--- src/rtl/div_iter_pkg.sv ---
// Shared definitions for the iterative divider: FSM encodings and handshake levels.
package div_iter_pkg;

  typedef enum logic [1:0] {
    DivIdle = 2'b00,
    DivBusy = 2'b01,
    DivDone = 2'b10
  } div_state_e;

  localparam logic DivResultReady    = 1'b1;
  localparam logic DivResultNotReady = 1'b0;
  localparam logic DivStart          = 1'b1;
  localparam logic DivStop           = 1'b0;

endpackage

--- src/rtl/div_iter_step.sv ---
// One restoring-division step: shift in the next dividend bit, conditionally subtract.
module div_iter_step
  import div_iter_pkg::*;
#(
  parameter int WIDTH = 32
) (
  input  logic [WIDTH-1:0] part_i,
  input  logic             bit_i,
  input  logic [WIDTH-1:0] divisor_i,
  output logic [WIDTH-1:0] part_o,
  output logic             qbit_o
);

  // The shifted partial needs one extra bit: part_i < divisor_i, so 2*part_i+1 can exceed WIDTH bits.
  logic [WIDTH:0] shifted;
  logic [WIDTH:0] diff;

  always_comb begin
    shifted = {part_i, bit_i};
    diff    = shifted - {1'b0, divisor_i};
    qbit_o  = (shifted >= {1'b0, divisor_i});
    part_o  = qbit_o ? diff[WIDTH-1:0] : shifted[WIDTH-1:0];
  end

endmodule

--- src/rtl/div_iter.sv ---
// Iterative restoring divider for the EX stage: WIDTH cycles per divide, signed or unsigned,
// with divide-by-zero flag and annul; result is {remainder, quotient}.
module div_iter
  import div_iter_pkg::*;
#(
  parameter int WIDTH = 32
) (
  input  logic               clk,
  input  logic               rst,
  input  logic               signed_div_i,
  input  logic [WIDTH-1:0]   opdata1_i,
  input  logic [WIDTH-1:0]   opdata2_i,
  input  logic               start_i,
  input  logic               annul_i,
  output logic               busy_o,
  output logic               ready_o,
  output logic [2*WIDTH-1:0] result_o,
  output logic               dz_o
);

  localparam int               CNT_W    = $clog2(WIDTH + 1);
  localparam logic [CNT_W-1:0] LAST_CNT = CNT_W'(WIDTH - 1);
  localparam logic [CNT_W-1:0] CNT_ONE  = CNT_W'(1);
  localparam logic [WIDTH-1:0] ONE      = WIDTH'(1);

  function automatic logic [WIDTH-1:0] neg_if(input logic [WIDTH-1:0] v, input logic en);
    return en ? (~v + ONE) : v;
  endfunction

  // Most-negative input maps to 2^(WIDTH-1), which still fits as an unsigned magnitude.
  function automatic logic [WIDTH-1:0] magnitude(input logic signed [WIDTH-1:0] v,
                                                 input logic is_signed);
    return neg_if(v, is_signed && v[WIDTH-1]);
  endfunction

  div_state_e       state_q, state_nxt;
  logic [CNT_W-1:0] cnt_q;
  logic [WIDTH-1:0] dvd_q;
  logic [WIDTH-1:0] dvs_q;
  logic [WIDTH-1:0] rem_q;
  logic [WIDTH-1:0] quot_q;
  logic             sign_q;
  logic             sign_r;

  logic             accept;
  logic             div_zero;
  logic             last_step;
  logic [WIDTH-1:0] step_part;
  logic             step_qbit;
  logic [WIDTH-1:0] quot_final;

  assign accept     = (state_q == DivIdle) && (start_i == DivStart) && !annul_i;
  assign div_zero   = (opdata2_i == '0);
  assign last_step  = (state_q == DivBusy) && !annul_i && (cnt_q == LAST_CNT);
  assign quot_final = {quot_q[WIDTH-2:0], step_qbit};

  div_iter_step #(
    .WIDTH(WIDTH)
  ) u_step (
    .part_i   (rem_q),
    .bit_i    (dvd_q[WIDTH-1]),
    .divisor_i(dvs_q),
    .part_o   (step_part),
    .qbit_o   (step_qbit)
  );

  always_comb begin
    state_nxt = state_q;
    busy_o    = 1'b0;
    ready_o   = DivResultNotReady;
    case (state_q)
      DivIdle: begin
        if (accept) state_nxt = div_zero ? DivDone : DivBusy;
      end
      DivBusy: begin
        busy_o = 1'b1;
        if (annul_i)                 state_nxt = DivIdle;
        else if (cnt_q == LAST_CNT)  state_nxt = DivDone;
      end
      DivDone: begin
        ready_o   = DivResultReady;
        state_nxt = DivIdle;
      end
      default: state_nxt = DivIdle;
    endcase
  end

  // Control and visible outputs: reset clears everything, including a divide in flight.
  always_ff @(posedge clk or negedge rst) begin
    if (!rst) begin
      state_q  <= DivIdle;
      cnt_q    <= '0;
      result_o <= '0;
      dz_o     <= 1'b0;
    end else begin
      state_q <= state_nxt;
      if (accept) begin
        cnt_q <= '0;
        if (div_zero) begin
          result_o <= '0;
          dz_o     <= 1'b1;
        end
      end else if (state_q == DivBusy) begin
        cnt_q <= cnt_q + CNT_ONE;
      end
      if (last_step) begin
        result_o <= {neg_if(step_part, sign_r), neg_if(quot_final, sign_q)};
        dz_o     <= 1'b0;
      end
    end
  end

  // Working datapath: loaded on accept, shifted one bit per DIV cycle.
  always_ff @(posedge clk) begin
    if (accept) begin
      dvd_q  <= magnitude(opdata1_i, signed_div_i);
      dvs_q  <= magnitude(opdata2_i, signed_div_i);
      rem_q  <= '0;
      quot_q <= '0;
      sign_q <= signed_div_i && (opdata1_i[WIDTH-1] ^ opdata2_i[WIDTH-1]);
      sign_r <= signed_div_i && opdata1_i[WIDTH-1];
    end else if (state_q == DivBusy) begin
      dvd_q  <= {dvd_q[WIDTH-2:0], 1'b0};
      rem_q  <= step_part;
      quot_q <= quot_final;
    end
  end

endmodule

--- config.mk ---
export PLATFORM = sky130hd
export DESIGN_NAME = div_iter
export DESIGN_NICKNAME = d
export VERILOG_FILES = /design/src/rtl/div_iter_pkg.sv /design/src/rtl/div_iter_step.sv /design/src/rtl/div_iter.sv
export SDC_FILE = /design/constraint.sdc
export NUM_CORES = 1
export LEC_CHECK = 0
export CAP_MARGIN = 20
export CELL_PAD_IN_SITES_DETAIL_PLACEMENT = 1
export CELL_PAD_IN_SITES_GLOBAL_PLACEMENT = 2
export CORE_AREA = 4 4 189 191
export DETAILED_ROUTE_END_ITERATION = 10
export DIE_AREA = 0 0 193 195
export GPL_ROUTABILITY_DRIVEN = 0
export HOLD_SLACK_MARGIN = 0.12
export PLACE_DENSITY_LB_ADDON = 0.1
export SLEW_MARGIN = 20
export SYNTH_ARGS = -nofsm -noshare
export SYNTH_HDL_FRONTEND = slang
export SYNTH_SLANG_ARGS = --single-unit
export TNS_END_PERCENT = 30
--- constraint.sdc ---
create_clock -name clk -period 12.8 [get_ports clk]
set_input_delay 3.2 -clock clk [delete_from_list [all_inputs] [get_ports clk]]
set_output_delay 3.2 -clock clk [all_outputs]
set_load 0.005 [all_outputs]
==> flow_summary.yaml, run 1 <==
run_status:
  status: "complete, no violations"
yosys:
  synth_edf_count: 66
  synth_cells: 1500
  synth_top_area_share_pct: 15.5
  avgSynthCellArea_sq_um: 8.50
  synth_area_leader_cell: "edfxtp_1"
  ys_top_cells_by_area: "edfxtp_1 16%, dfrtp_1 14%, dfxtp_1 9.9%"
  synthDistinctLibCells: 85
  yosysSeqAreaShare_pct: 39.8
  ys_ff_latch: 202
  dominantRegCellSynth: "dfrtp_1"
  synth-async-reset-ratio_pct: 36.1
  syn_area_sq_um: 12700
  yosys_warnings: 0
  syn_nets: 1607
  synth_common_cells: "242 x nand2_1, 166 x o21ai_0, 88 x nor2_1, 81 x nand3_1, 75 x xnor2_1"
  synth.most_common_cell: "nand2_1"
critical_path:
  path_max_fanout: 49
  r2r-end: "result_o[30]$_DFFE_PN0P_"
  r2r_start: "rem_q[5]$_SDFFE_PP0P_"
  worst_path_dominant_cell_family: "compound AO/OA/AOI/OAI gates"
  cp-start-kind: "register"
  crit_chain: "ha_1 -> a21oi_1 -> o21ai_0 -> a31o_2 -> o211ai_1 -> a21oi_2 -> or2_2 -> buf_4 -> inv_2 -> ha_1 -> nand2_1 -> or3_1 -> or3_1 -> o21ai_0 -> nand2_1 -> a21oi_1 -> xor2_1 -> o21ai_0"
  crit_top_cell: "o21ai_0"
  critical_path_buf_inv_count: 2
  required_ns: 13.19
  r2r_slack_ns: 6.48
  cp-end-kind: "register"
  critPathArrivalTime_ns: 6.70
  r2r_cells: 18
  critPathSlowestCell: "inv_2"
  worstSetupPathType: "register to register"
  max_stage_delay_ns: 0.62
global_routing:
  grt_pass1_wl_mm: 61.7
  grt_pass1_vias: 11200
  grt_util_all_layers_pct: 20.0
  overflow: 0
  grt_max_degree: 85
  antenna_found_initial: 0
route:
  viasPerCell: 5.44
  routed_wirelength_mm: 38.9
  drc_errors: 0
  avgRoutedWirePerCell_um: 18.8
  drt_iter0_markers: 655
  firstDrtPassIters: 5
  vias: 11200
  postRouteAntennaNets: 0
floorplan:
  ios: 136
  coreArea_sq_um: 34100
  rows: 68
  initial_core_util_pct: 37.4
  die_height_um: 195
  dieWidth_um: 193
  die_area_sq_um: 37600
timing:
  grt_setup_unrepaired: "no"
  worst_slew_pin_slew_ns: 0.977
  fin_skew_ns: 0.0213
  drv_slew: 0
  fmax_mhz: 158
  min_period_ns: 6.32
  hold_viol_final: 0
  max-slew-margin-rel_pct: 34.8
  period_share_pct: 49.4
  setup_tns_ns: 0
  setup_viol: 0
min_path:
  min_path_type: "register to register"
  hp-start: "quot_q[30]$_SDFFE_PP0P_"
  hold_depth: 2
  hold-path-endpoint: "quot_q[30]$_SDFFE_PP0P_"
cts:
  cts_sinks: 202
  holdBufCountCts: 0
  clkSlewWorstSetupHoldPaths_ns: 0.06
  cts_resized: 0
  clockBufferDepth: 3
  htreeDepth: 1
  cts_root_buf: "clkbuf_16"
  cts_inserted_buffers: 25
  tritoncts: "done"
  clkLatencyLatePin_ns: 0.54
  postCtsSetupRepairBufs: 0
finish:
  fillers: 3989
  finalNetCount: 1697
  multiInputGateArea_sq_um: 7100
  area_growth_pct: 19.8
  drive_gt1_share_pct: 5.28
  regArea_sq_um: 5070
  num_antenna_cells: 0
placed_design:
  dpl.hpwl_mm: 28.7
  port_buffers: 135
power:
  ir_drop_uv: 95.9
  power_leakage_nw: 6.14
  total_power_mw: 2.84
  pwr_density_cell_nw_per_um2: 186
flow_run:
  drv_cap: 0
==> state kept, by name (all words and copies together), names as in the netlist, 2 cells and up <==
signal / flops
state_q: 2
rem_q: 32
dvd_q: 32
dvs_q: 32
result_o: 64
quot_q: 31
cnt_q: 6
==> layer usage <==
| metal | vias to the layer above | wire, um | track usage, % |
|---|---|---|---|
| met5 | - | 0 | 0 |
| met3 | 35 | 1740 | 2.66 |
| met4 | 0 | 491 | 3.36 |
| met1 | 5445 | 19700 | 30.8 |
| li1 | 5541 | - | - |
| met2 | 197 | 17000 | 30.6 |
==> cell type report <==
type | instances | area share [%]
flip-flops and latches | 202 | 33.2
inverters | 59 | 1.45
clock buffers | 28 | 4.17
repair buffers | 147 | 9.42
well taps | 455 | 3.73
multi-input cells | 1155 | 46.5
clock inverters | 18 | 1.52
==> worst register-to-register path: stages (launching register included) <==
cell	delay, ns
dfxtp_1	0.52
ha_1	0.39
a21oi_1	0.43
o21ai_0	0.20
a31o_2	0.28
o211ai_1	0.33
a21oi_2	0.24
or2_2	0.34
buf_4	0.34
inv_2	0.65
ha_1	0.30
nand2_1	0.08
or3_1	0.40
or3_1	0.41
o21ai_0	0.51
nand2_1	0.27
a21oi_1	0.23
xor2_1	0.16
o21ai_0	0.09
==> where the power goes <==
group | total (mW) | switching, mW | internal (mW)
registers | 0.846 | 0.0966 | 0.750
clock network | 0.752 | 0.290 | 0.461
logic | 1.25 | 0.781 | 0.465
==> placed cells by master (no fill, tap or decap), types with 13 or more instances in the layout <==
| master | n |
|---|---|
| or3_1 | 21 |
| xnor2_1 | 75 |
| inv_1 | 56 |
| xor2_1 | 68 |
| dfrtp_1 | 73 |
| o31ai_1 | 23 |
| nor3_1 | 33 |
| clkbuf_16 | 25 |
| o21ai_0 | 166 |
| buf_4 | 13 |
| nand3_1 | 81 |
| a31oi_1 | 15 |
| ha_1 | 37 |
| nand2_1 | 241 |
| a21oi_1 | 59 |
| o22ai_1 | 31 |
| nor2_1 | 87 |
| mux2i_1 | 27 |
| clkdlybuf4s50_1 | 134 |
| dfxtp_1 | 63 |
| edfxtp_1 | 66 |
==> how the worst max path moves through the flow <==
stage	end	slack, ns	start	cells after the start
floorplan	dvd_q[29]$_DFFE_PP_	7.07	opdata1_i[4]	10
finish	result_o[30]$_DFFE_PN0P_	6.48	rem_q[5]$_SDFFE_PP0P_	18
CTS	result_o[30]$_DFFE_PN0P_	6.53	rem_q[5]$_SDFFE_PP0P_	18
global placement	dvd_q[29]$_DFFE_PP_	6.05	opdata1_i[4]	11
global route	dvd_q[29]$_DFFE_PP_	6.01	opdata1_i[2]	11
detailed placement	dvd_q[29]$_DFFE_PP_	5.98	opdata1_i[4]	11
==> kinds of logic (layout without fill, tap and decap cells) <==
| family | count (synthesis) | in the layout | share of synthesized area [%] |
|---|---|---|---|
| compound gates | 383 | 383 | 18.7 |
| xor+xnor | 143 | 143 | 9.83 |
| fa+ha+maj | 38 | 38 | 3.79 |
| buf+inv | 143 | 252 | 4.67 |
| flops | 202 | 202 | 39.8 |
| mux | 31 | 31 | 2.65 |
| simple gates | 560 | 560 | 20.6 |
==> per-stage QoR <==
step                      setup WS, ns  hold slack [ns]  cell area (sq um)  instances  utilization (%)
after global placement            6.05            0.458              14400       2018             42.2
after floorplan                   7.07            0.446              12700       1500                -
final                             6.48            0.469              15300       2064             44.8
after global routing              6.01            0.501              15300       2064             44.8
after CTS                         6.53            0.478              15300       2064             44.8
after detailed placement          5.98            0.468              14400       2018             42.2
No activity file was read; power rests on OpenSTA's default activity.
==> run 2: changes to the inputs <==
--- a/config.mk
+++ b/config.mk
@@ -8,9 +8,9 @@
 export CAP_MARGIN = 20
 export CELL_PAD_IN_SITES_DETAIL_PLACEMENT = 1
 export CELL_PAD_IN_SITES_GLOBAL_PLACEMENT = 2
-export CORE_AREA = 4 4 189 191
+export CORE_AREA = 4 4 196 198
 export DETAILED_ROUTE_END_ITERATION = 10
-export DIE_AREA = 0 0 193 195
+export DIE_AREA = 0 0 200 202
 export GPL_ROUTABILITY_DRIVEN = 0
 export HOLD_SLACK_MARGIN = 0.12
 export PLACE_DENSITY_LB_ADDON = 0.1
==> constraint.sdc (replaced) <==
create_clock -name clk -period 5.9 [get_ports clk]
set_input_delay 1.475 -clock clk [delete_from_list [all_inputs] [get_ports clk]]
set_output_delay 1.475 -clock clk [all_outputs]
set_load 0.005 [all_outputs]
==> run 2 against run 1 <==
  * Global-route usage down 0.15 points
  * Largest cell class unchanged
  * Clock skew down 0.011 ns
  * Setup slack got worse by 5.8 ns
  * Sequential power grew 120%
  * Sequential share of layout area shrank 0.076 points
  * Flip-flop and latch count stayed put
  * Die area up 7.3%
  * Largest power group unchanged
  * Utilization is 2.9 points lower
==> flow_summary.yaml, run 2 (synthesized netlist as in run 1, its figures left out) <==
cts:
  cts_inserted_buffers: 27
  cts_resized: 0
  htreeDepth: 1
  cts_root_buf: "clkbuf_16"
  clkLatencyLatePin_ns: 0.55
  postCtsSetupRepairBufs: 0
  clkSlewWorstSetupHoldPaths_ns: 0.06
  tritoncts: "done"
  cts_sinks: 202
  clockBufferDepth: 3
  holdBufCountCts: 0
critical_path:
  r2r_start: "rem_q[17]$_SDFFE_PP0P_"
  r2r-end: "result_o[62]$_DFFE_PN0P_"
  required_ns: 6.31
  endpoint: "result_o[62]$_DFFE_PN0P_"
  path_max_fanout: 11
  r2r_slack_ns: 0.70
  critPathArrivalTime_ns: 5.61
  cp-end-kind: "register"
  cp.depth: 17
  crit_chain: "ha_1 -> a211oi_1 -> nor2_1 -> o21ai_0 -> a41oi_1 -> or4_4 -> or2_2 -> o21ai_0 -> ha_1 -> nand3b_1 -> or3_1 -> nor4_1 -> a41o_1 -> o211ai_4 -> o41ai_2 -> xor2_1 -> o21ai_1"
  r2r_cells: 17
  startpoint: "rem_q[17]$_SDFFE_PP0P_"
  cp-start-kind: "register"
  critical_path_buf_inv_count: 0
  critPathSlowestCell: "or4_4"
  worst_path_dominant_cell_family: "compound AO/OA/AOI/OAI gates"
  worstSetupPathType: "register to register"
  max_stage_delay_ns: 0.58
timing:
  fmax_mhz: 192
  setup_viol: 0
  period_share_pct: 88.2
  hold_viol_final: 0
  max-slew-margin-rel_pct: 34.5
  setup_tns_ns: 0
  hold_ws_ns: 0.468
  min_period_ns: 5.20
  fin_skew_ns: 0.0103
  grt_setup_unrepaired: "no"
  drv_slew: 0
  worst_slew_pin_slew_ns: 0.981
global_routing:
  grt_pass1_vias: 11300
  overflow: 0
  grt_util_all_layers_pct: 19.9
  antenna_found_initial: 0
  grt_pass1_wl_mm: 64.9
  grt_max_degree: 74
route:
  drt_iter0_markers: 581
  drc_errors: 0
  viasPerCell: 5.41
  routed_wirelength_mm: 41.1
  postRouteAntennaNets: 0
  vias: 11300
  avgRoutedWirePerCell_um: 19.7
  firstDrtPassIters: 5
power:
  power_leakage_nw: 6.15
  switching_share_pct: 42.3
  p_sw_mw: 2.63
  internal_power_mw: 3.59
  pwr-share-clk_pct: 25.8
  ir_drop_uv: 198
  comb_power_share_pct: 44.8
  pwr_density_cell_nw_per_um2: 406
  seqPwrFrac_pct: 29.4
finish:
  layout_common_cells: "241 x nand2_1, 166 x o21ai_0, 134 x clkdlybuf4s50_1"
  final_cells: 2084
  fillers: 4312
  top_register: "result_o"
  drive_gt1_share_pct: 5.75
  area_growth_pct: 20.1
  finalNetCount: 1702
  num_antenna_cells: 0
  final_common_cell: "nand2_1"
  largest_reg_flops: 64
flow_run:
  drv_cap: 0
run_status:
  status: "complete, no violations"
floorplan:
  initial_core_util_pct: 34.9
  ios: 136
  die_area_sq_um: 40400
  rows: 70
  die_height_um: 202
  dieWidth_um: 200
  coreArea_sq_um: 36500
placed_design:
  dpl.hpwl_mm: 30.5
  dp_cells: 2034
  port_buffers: 135
min_path:
  min_path_type: "register to register"
## run 2: cell count changes in the layout (fill, tap and decap cells not counted), moves of 2 or more
cell	change
clkbuf_16	+2
bufinv_16	-4
buf_4	+3
clkbuf_8	+5
clkinvlp_4	+2
## run 2: area by class of cell
| type | instances | area (sq um) | area share (%) |
|---|---|---|---|
| Multi-Input combinational cell | 1155 | 7100 | 46.4 |
| Sequential cell | 202 | 5070 | 33.1 |
| Timing Repair Buffer | 150 | 1460 | 9.55 |
| Clock buffer | 35 | 756 | 4.94 |
| Tap cell | 468 | 586 | 3.83 |
| Inverter | 59 | 221 | 1.45 |
| Clock inverter | 15 | 110 | 0.719 |
## run 2: worst min-delay path by stage
| stage | from | end | cells after the start |
|---|---|---|---|
| after floorplan | quot_q[30]$_SDFFE_PP0P_ | quot_q[30]$_SDFFE_PP0P_ | 2 |
| after global placement | quot_q[30]$_SDFFE_PP0P_ | quot_q[30]$_SDFFE_PP0P_ | 2 |
| after detailed placement | quot_q[30]$_SDFFE_PP0P_ | quot_q[30]$_SDFFE_PP0P_ | 2 |
| after CTS | quot_q[30]$_SDFFE_PP0P_ | quot_q[30]$_SDFFE_PP0P_ | 2 |
| after global routing | result_o[7]$_DFFE_PN0P_ | result_o[7]$_DFFE_PN0P_ | 2 |
| final | quot_q[30]$_SDFFE_PP0P_ | quot_q[30]$_SDFFE_PP0P_ | 2 |
## run 2: worst min-delay path, cell delays in order (launching register included)
cell     delay (ns)
dfxtp_1        0.32
nand3_1        0.07
nand2_1        0.04
## run 2: power groups by stage
stage          Clock (mW)  Sequential [mW]  Combinational, mW
2_1_floorplan           0             1.77               2.01
3_3_place_gp            0             1.84               2.75
3_5_place_dp            0             1.85               2.77
4_1_cts              1.66             1.82               2.79
5_1_grt              1.71             1.85               3.09
6_report             1.60             1.83               2.79
## run 2: metal layers
| metal | track usage [%] | up-vias | wire [um] | part of all wire [%] |
|---|---|---|---|---|
| met5 | 0 | - | 0 | 0 |
| met4 | 3.95 | 0 | 653 | 1.6 |
| met3 | 2.58 | 43 | 1910 | 4.6 |
| met2 | 29.8 | 228 | 17700 | 43 |
| met1 | 30.6 | 5460 | 20800 | 51 |
| li1 | - | 5541 | - | - |
## run 2: per-stage QoR
stage                     setup WS [ns]  cell area [sq um]  utilization (%)  total power [mW]
after global routing              0.383              15300             41.9              6.65
after detailed placement          0.680              14400             39.5              4.62
after floorplan                   0.813              12700                -              3.78
final                             0.698              15300             41.9              6.22
after CTS                         0.726              15300             41.9              6.28
after global placement            0.744              14400             39.5              4.59
